### src/rtl/sd_wb_block_dma.sv
// Block-transfer engine between the SD block-buffer BRAMs and Wishbone memory.
// One pending request per direction; incrementing bursts with range, timeout and stop handling.
module sd_wb_block_dma #(
  parameter int unsigned BLK_WORDS   = 128,
  parameter int unsigned BRAM_AW     = 7,
  parameter int unsigned BURST_LEN   = 8,
  parameter logic [31:0] BASE_ADDR   = 32'h0000_0000,
  parameter logic [31:0] CAP_BLOCKS  = 32'd127488,
  parameter int unsigned ACK_TIMEOUT = 1023
) (
  input  logic               clk_50,
  input  logic               reset_n,
  input  logic               rd_req,
  input  logic [31:0]        rd_blk,
  input  logic               rd_stop,
  output logic               rd_done,
  input  logic               wr_req,
  input  logic [31:0]        wr_blk,
  output logic               wr_done,
  output logic               busy,
  output logic               err_range,
  output logic               err_timeout,
  output logic [BRAM_AW-1:0] bram_rd_addr,
  output logic               bram_rd_wren,
  output logic [31:0]        bram_rd_data,
  output logic [BRAM_AW-1:0] bram_wr_addr,
  input  logic [31:0]        bram_wr_q,
  output logic [31:0]        wbm_adr_o,
  input  logic [31:0]        wbm_dat_i,
  output logic [31:0]        wbm_dat_o,
  output logic [3:0]         wbm_sel_o,
  output logic               wbm_cyc_o,
  output logic               wbm_stb_o,
  output logic               wbm_we_o,
  input  logic               wbm_ack_i,
  output logic [2:0]         wbm_cti_o,
  output logic [1:0]         wbm_bte_o
);

  localparam int unsigned        TW      = $clog2(ACK_TIMEOUT + 1);
  localparam logic [BRAM_AW-1:0] BL_MASK = BRAM_AW'(BURST_LEN - 1);
  localparam logic [BRAM_AW-1:0] LAST_IX = BRAM_AW'(BLK_WORDS - 1);

  typedef enum logic [2:0] {
    S_IDLE, S_CHECK, S_WR_PRIME, S_BURST, S_GAP, S_FINISH
  } state_t;

  state_t             state_q;
  logic               rd_pend_q, wr_pend_q, sel_wr_q, stop_q;
  logic [31:0]        rd_blk_q, wr_blk_q, blk_q;
  logic [BRAM_AW-1:0] idx_q, idx_d;
  logic [TW-1:0]      tmo_q;
  logic               err_range_q, err_timeout_q, rd_done_q, wr_done_q;

  logic        in_burst, burst_last, blk_last, stop_now;
  logic [31:0] chk_blk, blk_off;

  assign in_burst   = (state_q == S_BURST);
  assign burst_last = ((idx_q & BL_MASK) == BL_MASK);
  assign blk_last   = (idx_q == LAST_IX);
  assign stop_now   = stop_q | (rd_stop & ~sel_wr_q);
  assign chk_blk    = sel_wr_q ? wr_blk_q : rd_blk_q;
  assign blk_off    = blk_q << (BRAM_AW + 2);
  assign idx_d      = idx_q + BRAM_AW'(1);

  always_ff @(posedge clk_50 or negedge reset_n) begin
    if (!reset_n) begin
      state_q       <= S_IDLE;
      rd_pend_q     <= 1'b0;
      wr_pend_q     <= 1'b0;
      sel_wr_q      <= 1'b0;
      stop_q        <= 1'b0;
      rd_blk_q      <= '0;
      wr_blk_q      <= '0;
      blk_q         <= '0;
      idx_q         <= '0;
      tmo_q         <= '0;
      err_range_q   <= 1'b0;
      err_timeout_q <= 1'b0;
      rd_done_q     <= 1'b0;
      wr_done_q     <= 1'b0;
    end else begin
      rd_done_q <= 1'b0;
      wr_done_q <= 1'b0;

      case (state_q)
        S_IDLE: begin
          // IDLE reacts to the live request pulse as well as the latch, so a read strobes two cycles after its request
          if (wr_pend_q || wr_req) begin
            sel_wr_q <= 1'b1;
            state_q  <= S_CHECK;
          end else if (rd_pend_q || rd_req) begin
            sel_wr_q <= 1'b0;
            state_q  <= S_CHECK;
          end
        end
        S_CHECK: begin
          if (sel_wr_q) wr_pend_q <= 1'b0;
          else          rd_pend_q <= 1'b0;
          err_range_q   <= 1'b0;
          err_timeout_q <= 1'b0;
          idx_q         <= '0;
          tmo_q         <= '0;
          stop_q        <= 1'b0;
          blk_q         <= chk_blk;
          if (chk_blk >= CAP_BLOCKS) begin
            err_range_q <= 1'b1;
            state_q     <= S_FINISH;
          end else begin
            state_q <= sel_wr_q ? S_WR_PRIME : S_BURST;
          end
        end
        S_WR_PRIME: state_q <= S_BURST;
        S_BURST: begin
          if (rd_stop && !sel_wr_q) stop_q <= 1'b1;
          if (wbm_ack_i) begin
            idx_q <= idx_d;
            tmo_q <= '0;
            if (burst_last) state_q <= (blk_last || stop_now) ? S_FINISH : S_GAP;
          end else if (tmo_q == TW'(ACK_TIMEOUT - 1)) begin
            err_timeout_q <= 1'b1;
            state_q       <= S_FINISH;
          end else begin
            tmo_q <= tmo_q + TW'(1);
          end
        end
        S_GAP: begin
          if (rd_stop && !sel_wr_q) stop_q <= 1'b1;
          tmo_q   <= '0;
          state_q <= stop_now ? S_FINISH : S_BURST;
        end
        S_FINISH: begin
          rd_done_q <= ~sel_wr_q;
          wr_done_q <= sel_wr_q;
          state_q   <= S_IDLE;
        end
        default: state_q <= S_IDLE;
      endcase

      // New requests are applied last so they win over the clear in CHECK
      if (rd_req) begin
        rd_pend_q <= 1'b1;
        rd_blk_q  <= rd_blk;
      end
      if (wr_req) begin
        wr_pend_q <= 1'b1;
        wr_blk_q  <= wr_blk;
      end
    end
  end

  assign rd_done     = rd_done_q;
  assign wr_done     = wr_done_q;
  assign err_range   = err_range_q;
  assign err_timeout = err_timeout_q;
  assign busy        = (state_q != S_IDLE) | rd_pend_q | wr_pend_q;

  assign wbm_cyc_o = in_burst;
  assign wbm_stb_o = in_burst;
  assign wbm_we_o  = in_burst & sel_wr_q;
  assign wbm_sel_o = in_burst ? 4'hF : 4'h0;
  assign wbm_bte_o = '0;
  assign wbm_cti_o = (!in_burst || BURST_LEN == 1) ? 3'b000 :
                     (burst_last ? 3'b111 : 3'b010);
  assign wbm_adr_o = in_burst ? (BASE_ADDR + blk_off + {{(30 - BRAM_AW){1'b0}}, idx_q, 2'b00}) : '0;
  assign wbm_dat_o = (in_burst & sel_wr_q) ? bram_wr_q : '0;

  assign bram_rd_wren = in_burst & ~sel_wr_q & wbm_ack_i;
  assign bram_rd_addr = idx_q;
  assign bram_rd_data = bram_rd_wren ? wbm_dat_i : '0;

  // Address one word ahead on an accepted write beat so the BRAM output tracks the next beat with zero-wait acks
  assign bram_wr_addr = (in_burst & sel_wr_q & wbm_ack_i) ? idx_d : idx_q;

endmodule

### config.mk
export PLATFORM = sky130hd
export DESIGN_NAME = sd_wb_block_dma
export DESIGN_NICKNAME = d
export VERILOG_FILES = /design/src/rtl/sd_wb_block_dma.sv
export SDC_FILE = /design/constraint.sdc
export NUM_CORES = 1
export LEC_CHECK = 0
export BUFFER_PORTS_ARGS = -buffer_cell sky130_fd_sc_hd__buf_4
export CAP_MARGIN = 20
export CORE_MARGIN = 4
export CORE_UTILIZATION = 48
export CTS_CLUSTER_SIZE = 8
export DETAILED_ROUTE_END_ITERATION = 10
export GPL_TIMING_DRIVEN = 0
export PLACE_DENSITY = 0.81
export RECOVER_POWER = 100
export SETUP_SLACK_MARGIN = 0.15
export SKIP_CTS_REPAIR_TIMING = 1
export SYNTH_ARGS = -nofsm -noshare
export SYNTH_HDL_FRONTEND = slang
export SYNTH_SLANG_ARGS = --single-unit
### constraint.sdc
create_clock -name clk_50 -period 2.5 [get_ports clk_50]
set_input_delay 0.375 -clock clk_50 [delete_from_list [all_inputs] [get_ports clk_50]]
set_output_delay 0.375 -clock clk_50 [all_outputs]
set_load 0.1 [all_outputs]
After elaboration in Yosys (flattened, before gate mapping)
Index checks and enable logic that the tools add are counted.
W data, S select, Z words.
- bits in registers: 115
- logic and storage cells: 107
- bits of input ports: 134
- output and inout port bits: 128
- order comparisons: 1
- eq/ne operators: 17
- reduce and logical (&&, ||, !) cells: 24
- $add $sub $neg: 3
- bitwise operators: 9
- muxes and demuxes: 39
- operators by type and width (kind ; count):
    $mux W32 ; 4
    $add A32 B9 Y32 ; 1
    $ge A32 B17 Y1 const B ; 1
    $mux W3 ; 9
    $mux W10 ; 2
    $pmux W10 S2 ; 1
    $mux W1 ; 16
    $pmux W3 S5 ; 1
    $mux W7 ; 2
    $pmux W7 S2 ; 1
    $reduce_bool A2 Y1 ; 7
    $reduce_and A2 Y1 ; 6
    $add A10 B1 Y10 const B ; 1
    $eq A10 B10 Y1 const B ; 1
    $eq A3 B3 Y1 const B ; 3
    $add A7 B1 Y7 const B ; 1
    $eq A7 B7 Y1 const B ; 1
    $eq A3 B2 Y1 const B ; 2
    $ne A2 B2 Y1 const B ; 3
    $ne A3 B2 Y1 const B ; 2
    $ne A3 B3 Y1 const B ; 2
    $reduce_and A3 Y1 ; 2
    $and A1 B1 Y1 ; 5
    $mux W4 ; 1
    other kinds (11) ; 18

Depth between registers and ports, before layout
Gate-level depths: netlist (run 1).
- word-level depth: 8
- gate-level depth with buffers: 8

Least setup slack after synthesis (run 1)
No wires, ideal clock.
- path type: register to output
- start point: register idx_q[0], in the netlist bram_rd_addr[0]
- end point: output bram_wr_addr[6]
- arrival time: 3.326 ns
- path buffers: 0
- cell stages (with the launch flop): 6
- setup slack: -1.201 ns
- path through: dfrtp_1 > ha_1 > and3_1 > and3_1 > nand2_1 > xnor2_1
- word-level cells in the longest chain between the ends: 2
- ends and longest elaborated chain (what ; RTL line ; source):
    start, declared ; 51 ; logic [BRAM_AW-1:0] idx_q, idx_d;
    start signal, assigned ; 117 ; idx_q <= idx_d;
    $add A7 B1 Y7 ; 64 ; assign idx_d = idx_q + BRAM_AW'(1);
    $mux W7 ; 173 ; assign bram_wr_addr = (in_burst & sel_wr_q & wbm_ack_i) ? idx_d : idx_q;
    end, declared ; 26 ; output logic [BRAM_AW-1:0] bram_wr_addr,
No other way between the ends.

Final worst setup path (run 1)
- start point: register idx_q[0], in the netlist bram_rd_addr[0]
- end point: output bram_wr_addr[5]
Same word-level chain as after synthesis.

==> results of run 1 <==
## critical path, delay by kind of cell, from the launching register on
family                 cells  cell delay (ns)
AND/OR/NAND/NOR            3             0.74
buffers and inverters      2             0.34
flip-flops                 1             0.45
XOR/XNOR                   1             0.18
## logic make-up (layout without fill, tap and decap cells)
| group | after synthesis | after routing | share of synthesized area |
|---|---|---|---|
| flip-flops | 115 | 115 | 0.487 |
| adder cells (fa/ha/maj) | 4 | 4 | 0.00847 |
| AO/OA/AOI/OAI | 72 | 72 | 0.0790 |
| XOR/XNOR | 7 | 7 | 0.0104 |
| buffers and inverters | 51 | 351 | 0.0424 |
| AND/OR/NAND/NOR | 227 | 227 | 0.213 |
| multiplexers | 86 | 86 | 0.159 |
| other | 1 | 4 | 0.000635 |
## cells in the final DEF (no fill, tap or decap), types with 6 or more instances in the layout
cell,count
nor4_1,7
buf_12,61
nand2_1,50
dfrtp_1,109
nand3_1,8
nor2_1,15
mux2i_1,22
o21ai_0,46
nor3_1,7
and3_4,10
buf_4,175
clkbuf_2,9
and2_1,33
and2_2,10
and2_4,22
buf_8,7
a31oi_1,6
nand4_1,6
mux2_2,61
buf_6,18
clkbuf_1,25
clkbuf_16,17
nor2b_1,7
and3_1,25
clkbuf_4,17
## registers in the layout (all words and copies together) (netlist names), 3 cells and up
signal and count:
state_q 3, bram_rd_addr 7, tmo_q 10, rd_blk_q 32, blk_q 23, wr_blk_q 32
## final cells by class
class / count / area, um2
multi-input cells: 400 / 3030
flip-flops and latches: 115 / 2890
repair buffers: 268 / 2820
fillers: 607 / 2170
clock buffers: 18 / 439
plain buffers: 49 / 317
well taps: 147 / 184
clock inverters: 14 / 155
inverters: 2 / 10.0
## path summary, 6_finish.rpt
check,depth (start not counted),slack [ns],end
min reg2reg,2,0.48,blk_q[18]
max,6,0.004,bram_wr_addr[5]
min,1,0.19,rd_blk_q[4]
max in group asynchronous,2,0.60,bram_rd_addr[2]
max reg2reg,9,0.34,bram_rd_addr[6]
min in group clk_50,2,0.19,wr_blk_q[24]
## routing by layer
| metal | up-vias | part of all wire | GRT usage |
|---|---|---|---|
| li1 | 2527 | - | - |
| met3 | 82 | 0.071 | 0.0689 |
| met2 | 366 | 0.53 | 0.464 |
| met5 | - | 0 | 0 |
| met1 | 2855 | 0.35 | 0.302 |
| met4 | 0 | 0.045 | 0.0804 |
## stage by stage
| step | hold WS (ns) | setup WS [ns] | cells | utilization | area, um2 |
|---|---|---|---|---|---|
| after floorplan | 0.0794 | 0.00165 | 566 | - | 6060 |
| after global placement | 0.456 | -0.0645 | 968 | 0.679 | 8160 |
| after detailed placement | 0.436 | -0.0914 | 969 | 0.681 | 8180 |
| after CTS | 0.00590 | -0.531 | 1001 | 0.731 | 8780 |
| after global routing | 0.187 | -0.0749 | 1013 | 0.819 | 9840 |
| final | 0.191 | 0.00354 | 1013 | 0.819 | 9840 |
## where the power goes
group / internal [mW] / switching, mW / total, mW / leakage (nW)
Clock: 1.50 / 0.926 / 2.43 / 0.276
Combinational: 1.73 / 3.75 / 5.48 / 3.02
Sequential: 2.25 / 0.308 / 2.56 / 1.39
==> results.sh, run 1 <==
export IMPL_grt_pass1_wl_um=29300
export IMPL_seq_area_frac_synth=0.487
export IMPL_total_leakage_power_nw=4.69
export IMPL_routed_wl_um=22900
export IMPL_slew_viol_final=0
export IMPL_via_per_inst=5.76
export IMPL_antenna_found_initial=0
export IMPL_syn_inst=563
export IMPL_hpwl_um=14300
export IMPL_clk_latency_ns=0.41
export IMPL_final_hold_viol_count=0
export IMPL_synth_seq_cells=115
export IMPL_synth_yosys_warnings=0
export IMPL_numPortBuffers=255
export IMPL_cts_buffer_depth=2
export IMPL_end_kind="primary output"
export IMPL_gr_usage_all_layers=0.259
export IMPL_cpPeakStageDelay_ns=0.45
export IMPL_setup_viol=0
export IMPL_rr_startpoint="state_q[0]"
export IMPL_routedWlPerCell_um=22.6
export IMPL_clkTransAtPathRegs_ns=0.06
export IMPL_nets=991
export IMPL_antenna_cells=0
export IMPL_path_max_fanout=5
export IMPL_synth_cell_types=49
export IMPL_drive_gt1_frac=0.532
export IMPL_start_kind="flip-flop"
export IMPL_slowest_stage="dfrtp_4"
export IMPL_syn_area_um2=5910
export IMPL_async_flop_share=1.00
export IMPL_grt_max_degree=67
export IMPL_grt_pass1_vias=5622
export IMPL_cts_tree="yes"
export IMPL_period_needed_ns=2.50
export IMPL_synth_commonest_cells="dfrtp_1, and2_1, mux2_2"
export IMPL_die_y_um=119
export IMPL_synthFlopType="dfrtp_1"
export IMPL_gp_congestion=0.876
export IMPL_area_delta_synth_final_pct=66.6
export IMPL_ioPinCount=262
export IMPL_syn_area_per_cell_um2=10.5
export IMPL_cp_cell_sequence="buf_4, and3_1, nand3_1, nor2_4, xor2_4, buf_12"
export IMPL_rows=40
export IMPL_drt_pass1_iterations=5
export IMPL_core_area_um2=12000
export IMPL_synthMostInstantiatedCell="dfrtp_1"
export IMPL_first_iter_violations=567
export IMPL_clock_sinks=115
export IMPL_critPathLaunch="bram_rd_addr[0]"
export IMPL_synthTopCellsByArea="dfrtp_1, mux2_2, and2_1"
export IMPL_cp_required_ns=2.12
export IMPL_grt_ovfl_total=0
export IMPL_critPathKind="flip-flop to primary output"
export IMPL_worst_clock_skew_ns=0.00843
export IMPL_ir_drop_uv=601
export IMPL_period_share=0.999
export IMPL_htreeDepth=4
export IMPL_finalSetupTns_ns=0
export IMPL_yosys_area_top_type_share=0.487
export IMPL_synth_top_area_cell="dfrtp_1"
export IMPL_crit_arrival_ns=2.12
export IMPL_total_power_mw=10.5
export IMPL_worstMarginPinSlew_ns=1.24
export IMPL_p_per_area_nw_per_um2=1060
export IMPL_max_cap_violations=0
export IMPL_initial_core_util=0.492
export IMPL_max_clock_freq_ghz=0.401
export IMPL_grt_setup_unrepaired="true"
export IMPL_vias=5830
export IMPL_slew_headroom=0.175
export IMPL_synth_edf_count=0
export IMPL_worstHoldPathType="primary input to asynchronous set/reset pin"
export IMPL_clock_tree_root_cell="clkbuf_16"
export IMPL_status="finished, final reports clean"
export IMPL_drc=0
export IMPL_cts_buffers=17
export IMPL_dieArea_um2=14100
export IMPL_ant_nets=0
export IMPL_dieWidth_um=119
Note: power is estimated with default switching activity, not from simulation.
==> inputs of run 2 (changes only) <==
--- a/config.mk
+++ b/config.mk
@@ -7,6 +7,7 @@
 export LEC_CHECK = 0
 export BUFFER_PORTS_ARGS = -buffer_cell sky130_fd_sc_hd__buf_4
 export CAP_MARGIN = 20
+export CORE_ASPECT_RATIO = 1.5
 export CORE_MARGIN = 4
 export CORE_UTILIZATION = 48
 export CTS_CLUSTER_SIZE = 8
==> results.sh, run 2 (synthesized netlist as in run 1, its figures left out) <==
export IMPL_status="finished, final reports clean"
export IMPL_rows=49
export IMPL_crit_arrival_ns=2.10
export IMPL_nets=994
export IMPL_max_cap_violations=0
export IMPL_grt_pass1_wl_um=32700
export IMPL_via_per_inst=5.77
export IMPL_cp_endpoint="wbm_adr_o[15]"
export IMPL_worst_clock_skew_ns=0.00717
export IMPL_ff2ff_path_depth=6
export IMPL_core_area_um2=12000
export IMPL_first_iter_violations=402
export IMPL_total_leakage_power_nw=4.57
export IMPL_timing_rr_end="blk_q[4]"
export IMPL_worstMarginPinSlew_ns=1.20
export IMPL_drc=0
export IMPL_reg_largest_list="rd_blk_q x32, wr_blk_q x32, blk_q x23"
export IMPL_r2r_setup_slack_ns=0.36
export IMPL_die_y_um=144
export IMPL_path_max_fanout=10
export IMPL_clk_latency_ns=0.42
export IMPL_dieArea_um2=14200
export IMPL_p_per_area_nw_per_um2=1100
export IMPL_clock_sinks=115
export IMPL_critPathLaunch="state_q[2]"
export IMPL_htreeDepth=4
export IMPL_grt_max_degree=72
export IMPL_grt_ovfl_total=0
export IMPL_gp_congestion=0.977
export IMPL_drt_pass1_iterations=7
export IMPL_ant_nets=0
export IMPL_final_common_cell="buf_4"
export IMPL_gr_usage_all_layers=0.309
export IMPL_cp_required_ns=2.12
export IMPL_cts_buffers=17
export IMPL_antenna_found_initial=1
export IMPL_final_cell_mix="buf_4, dfrtp_1, mux2_2, buf_6, nand2_1"
export IMPL_area_delta_synth_final_pct=57.3
export IMPL_period_share=0.988
export IMPL_start_kind="flip-flop"
export IMPL_grt_setup_unrepaired="true"
export IMPL_rr_startpoint="state_q[2]"
export IMPL_routedWlPerCell_um=24.4
export IMPL_worstHoldPathType="primary input to asynchronous set/reset pin"
export IMPL_clkTransAtPathRegs_ns=0.06
export IMPL_ioPinCount=262
export IMPL_slew_viol_final=0
export IMPL_vias=5898
export IMPL_critPathKind="flip-flop to primary output"
export IMPL_max_clock_freq_ghz=0.405
export IMPL_grt_pass1_vias=5668
export IMPL_end_kind="primary output"
export IMPL_hpwl_um=17600
export IMPL_drive_gt1_frac=0.533
export IMPL_clock_tree_root_cell="clkbuf_16"
export IMPL_total_power_mw=10.3
export IMPL_setup_viol=0
export IMPL_slew_headroom=0.202
export IMPL_dieWidth_um=98.6
export IMPL_period_needed_ns=2.47
export IMPL_ir_drop_uv=746
export IMPL_cts_buffer_depth=2
export IMPL_final_hold_viol_count=0
export IMPL_numPortBuffers=255
export IMPL_routed_wl_um=25000
export IMPL_finalSetupTns_ns=0
export IMPL_initial_core_util=0.492
export IMPL_cts_tree="yes"
run 2: worst min path at each step:
stage / slack, ns / from / cells after the start / end
global route: 0.18 / rd_blk[8] / 2 / rd_blk_q[8]
finish: 0.18 / reset_n / 1 / rd_blk_q[6]
floorplan: 0.08 / reset_n / 0 / blk_q[0]
global placement: 0.46 / blk_q[12] / 2 / blk_q[12]
detailed placement: 0.42 / reset_n / 1 / wr_blk_q[10]
CTS: -0.02 / reset_n / 1 / wr_blk_q[10]
run 2: final cells by class:
type	instances	area, um2
Clock buffer	17	425
Inverter	2	10.0
Fill cell	814	2720
Antenna cell	1	2.50
Timing Repair Buffer	271	2240
Multi-Input combinational cell	400	3020
Clock inverter	15	181
Sequential cell	115	2890
Buffer	49	330
Tap cell	153	191
run 2: report_power, final:
part	switching [mW]	internal, mW	leakage, nW	total, mW
clock	0.927	1.57	0.282	2.50
combinational	3.70	1.51	2.90	5.20
sequential	0.311	2.26	1.39	2.57
total	4.93	5.33	4.57	10.3
run 2: routing by layer:
metal | up-vias | part of all wire | track usage
li1 | 2534 | - | -
met1 | 2890 | 0.33 | 0.337
met2 | 407 | 0.50 | 0.532
met3 | 67 | 0.13 | 0.145
met4 | 0 | 0.038 | 0.101
met5 | - | 0 | 0
run 2: per-stage QoR:
stage / worst slack [ns] / cell area [um2] / hold WS, ns / util / instances
after floorplan: 0.00165 / 6060 / 0.0794 / - / 566
after global placement: -0.0862 / 8160 / 0.455 / 0.679 / 974
after detailed placement: -0.0885 / 8190 / 0.422 / 0.682 / 975
after CTS: -0.519 / 8800 / -0.0187 / 0.732 / 1007
after global routing: -0.00623 / 9290 / 0.180 / 0.773 / 1023
final: 0.0294 / 9290 / 0.185 / 0.773 / 1023
run 2: critical path: stages, from the launching register on:
cell and delay (ns):
dfrtp_1 0.39, and2b_4 0.29, nand2_4 0.07, inv_4 0.08, clkbuf_4 0.21, buf_6 0.16
and2_1 0.16, buf_4 0.30
==> inputs of run 3 (changes only) <==
--- a/config.mk
+++ b/config.mk
@@ -5,6 +5,7 @@
 export SDC_FILE = /design/constraint.sdc
 export NUM_CORES = 1
 export LEC_CHECK = 0
+export ABC_AREA = 1
 export BUFFER_PORTS_ARGS = -buffer_cell sky130_fd_sc_hd__buf_4
 export CAP_MARGIN = 20
 export CORE_ASPECT_RATIO = 1.5
==> results.sh, run 3 <==
export IMPL_gr_usage_all_layers=0.275
export IMPL_multi_input_area_um2=2990
export IMPL_hpwl_um=15300
export IMPL_grt_pass1_wl_um=30700
export IMPL_slew_viol_final=0
export IMPL_setup_viol=0
export IMPL_synth_seq_cells=115
export IMPL_nFillCells=648
export IMPL_reg_largest_list="rd_blk_q x32, wr_blk_q x32, blk_q x23"
export IMPL_synth_top_area_cell="dfrtp_1"
export IMPL_die_y_um=145
export IMPL_synthFlopType="dfrtp_1"
export IMPL_htreeDepth=4
export IMPL_clk_latency_ns=0.41
export IMPL_end_kind="primary output"
export IMPL_status="finished, final reports clean"
export IMPL_drc=0
export IMPL_yosys_area_top_type_share=0.482
export IMPL_numPortBuffers=255
export IMPL_final_hold_viol_count=0
export IMPL_first_iter_violations=330
export IMPL_cts_buffer_depth=2
export IMPL_p_per_area_nw_per_um2=953
export IMPL_via_per_inst=5.25
export IMPL_routedWlPerCell_um=19.1
export IMPL_nets=1241
export IMPL_gp_congestion=0.878
export IMPL_path_delay_family="simple AND/OR/NAND/NOR gates"
export IMPL_critPathKind="flip-flop to primary output"
export IMPL_synthMostInstantiatedCell="nand2_1"
export IMPL_worst_clock_skew_ns=0.00840
export IMPL_core_area_um2=12100
export IMPL_total_leakage_power_nw=5.17
export IMPL_drive_gt1_frac=0.414
export IMPL_dieArea_um2=14300
export IMPL_synth_edf_count=0
export IMPL_routed_wl_um=24300
export IMPL_rows=49
export IMPL_syn_area_um2=5970
export IMPL_vias=6660
export IMPL_initial_core_util=0.494
export IMPL_ioPinCount=262
export IMPL_ant_nets=0
export IMPL_path_common_cell="nor2_4"
export IMPL_syn_inst=811
export IMPL_drt_pass1_iterations=5
export IMPL_clock_sinks=115
export IMPL_final_common_cell="nand2_1"
export IMPL_worstHoldPathType="primary input to flip-flop"
export IMPL_antenna_found_initial=1
export IMPL_clock_tree_root_cell="clkbuf_16"
export IMPL_max_clock_freq_ghz=0.407
export IMPL_ir_drop_uv=783
export IMPL_path_max_fanout=7
export IMPL_cp_cell_sequence="inv_4, nand2_4, nor2_4, nand2_4, nor2_4, inv_6, buf_12, nor2_4, buf_12"
export IMPL_cts_tree="yes"
export IMPL_slew_headroom=0.140
export IMPL_cts_buffers=17
export IMPL_seq_area_frac_synth=0.482
export IMPL_clkTransAtPathRegs_ns=0.06
export IMPL_grt_ovfl_total=0
export IMPL_synth_commonest_cells="nand2_1, inv_1, nor2_1"
export IMPL_synthTopCellsByArea="dfrtp_1, nand2_1, inv_1"
export IMPL_worst_path_buf_inv=4
export IMPL_dieWidth_um=99.1
export IMPL_period_needed_ns=2.46
export IMPL_final_util=0.860
export IMPL_syn_area_per_cell_um2=7.36
export IMPL_cp_required_ns=2.12
export IMPL_worstMarginPinSlew_ns=1.30
export IMPL_final_cell_mix="nand2_1, buf_4, inv_1, dfrtp_1, nor2_4"
export IMPL_grt_max_degree=64
export IMPL_area_delta_synth_final_pct=73.9
export IMPL_cpPeakStageDelay_ns=0.45
export IMPL_slowest_stage="dfrtp_1"
export IMPL_period_share=0.983
export IMPL_regArea_um2=2890
export IMPL_total_power_mw=9.89
export IMPL_start_kind="flip-flop"
export IMPL_grt_setup_unrepaired="true"
export IMPL_grt_pass1_vias=6200
export IMPL_synth_cell_types=34
export IMPL_async_flop_share=1.00
export IMPL_synth_yosys_warnings=0
export IMPL_max_cap_violations=0
export IMPL_crit_arrival_ns=2.08
## run 3: worst paths after layout
kind                       slack (ns)                to          from  depth (start not counted)
max in group asynchronous        0.53   bram_rd_addr[1]       reset_n                          2
max                              0.04  bram_rd_data[25]    state_q[2]                          9
max reg2reg                      0.29          tmo_q[5]    state_q[2]                         10
min in group asynchronous        0.24      rd_blk_q[24]       reset_n                          1
min reg2reg                      0.47      wr_blk_q[30]  wr_blk_q[30]                          2
min                              0.16      wr_blk_q[13]    wr_blk[13]                          3
## run 3: through the flow
stage	TNS (ns)	hold WS (ns)	cell area, um2	worst slack [ns]	std cells
after floorplan	-23.05	0.0794	6780	-0.716	814
after global placement	0	0.454	8890	0.109	1222
after detailed placement	0	0.454	8920	0.0775	1223
after CTS	-12.69	0.0264	9550	-0.378	1254
after global routing	-0.00344	0.162	10400	-0.00344	1268
final	0	0.160	10400	0.0421	1269
## run 3: power breakdown
group | internal [mW] | switching (mW)
Sequential | 2.25 | 0.204
Combinational | 1.35 | 3.49
Clock | 1.76 | 0.837
Total | 5.36 | 4.54
## run 3: worst reg2reg max path, stage by stage, from the launching register on
cell	delay [ns]
dfrtp_1	0.45
inv_4	0.11
nand2_4	0.07
clkbuf_4	0.14
nor2_1	0.45
nor2_1	0.12
nand2_1	0.29
nor2_1	0.07
nor2_1	0.16
o21ai_0	0.11
o21a_1	0.12
## run 3: per-layer routing
layer	track usage	share of wire	up-vias	routed length (um)
met5	0	0.00058	-	14
met3	0.0652	0.081	101	1950
met4	0.131	0.054	2	1310
met1	0.288	0.34	3158	8150
met2	0.513	0.53	383	12800
li1	-	-	3016	-
## run 3: final cells by class
type / instances / area share
Tap cell: 153 / 0.0184
Clock inverter: 9 / 0.0146
Antenna cell: 1 / 0.000241
Inverter: 151 / 0.0560
Clock buffer: 22 / 0.0466
Sequential cell: 115 / 0.278
Buffer: 45 / 0.0345
Multi-Input combinational cell: 503 / 0.288
Timing Repair Buffer: 270 / 0.263
## run 3: kinds of logic (layout without fill, tap and decap cells)
group           after synthesis  in the layout  synth area share
fa+ha+maj                     4              4           0.00838
flops                       115            115             0.482
xor+xnor                      4              4           0.00587
other cells                   1              5          0.000628
simple gates                367            367             0.243
mux                          15             15            0.0283
compound gates              109            109            0.0987
buf+inv                     196            497             0.133
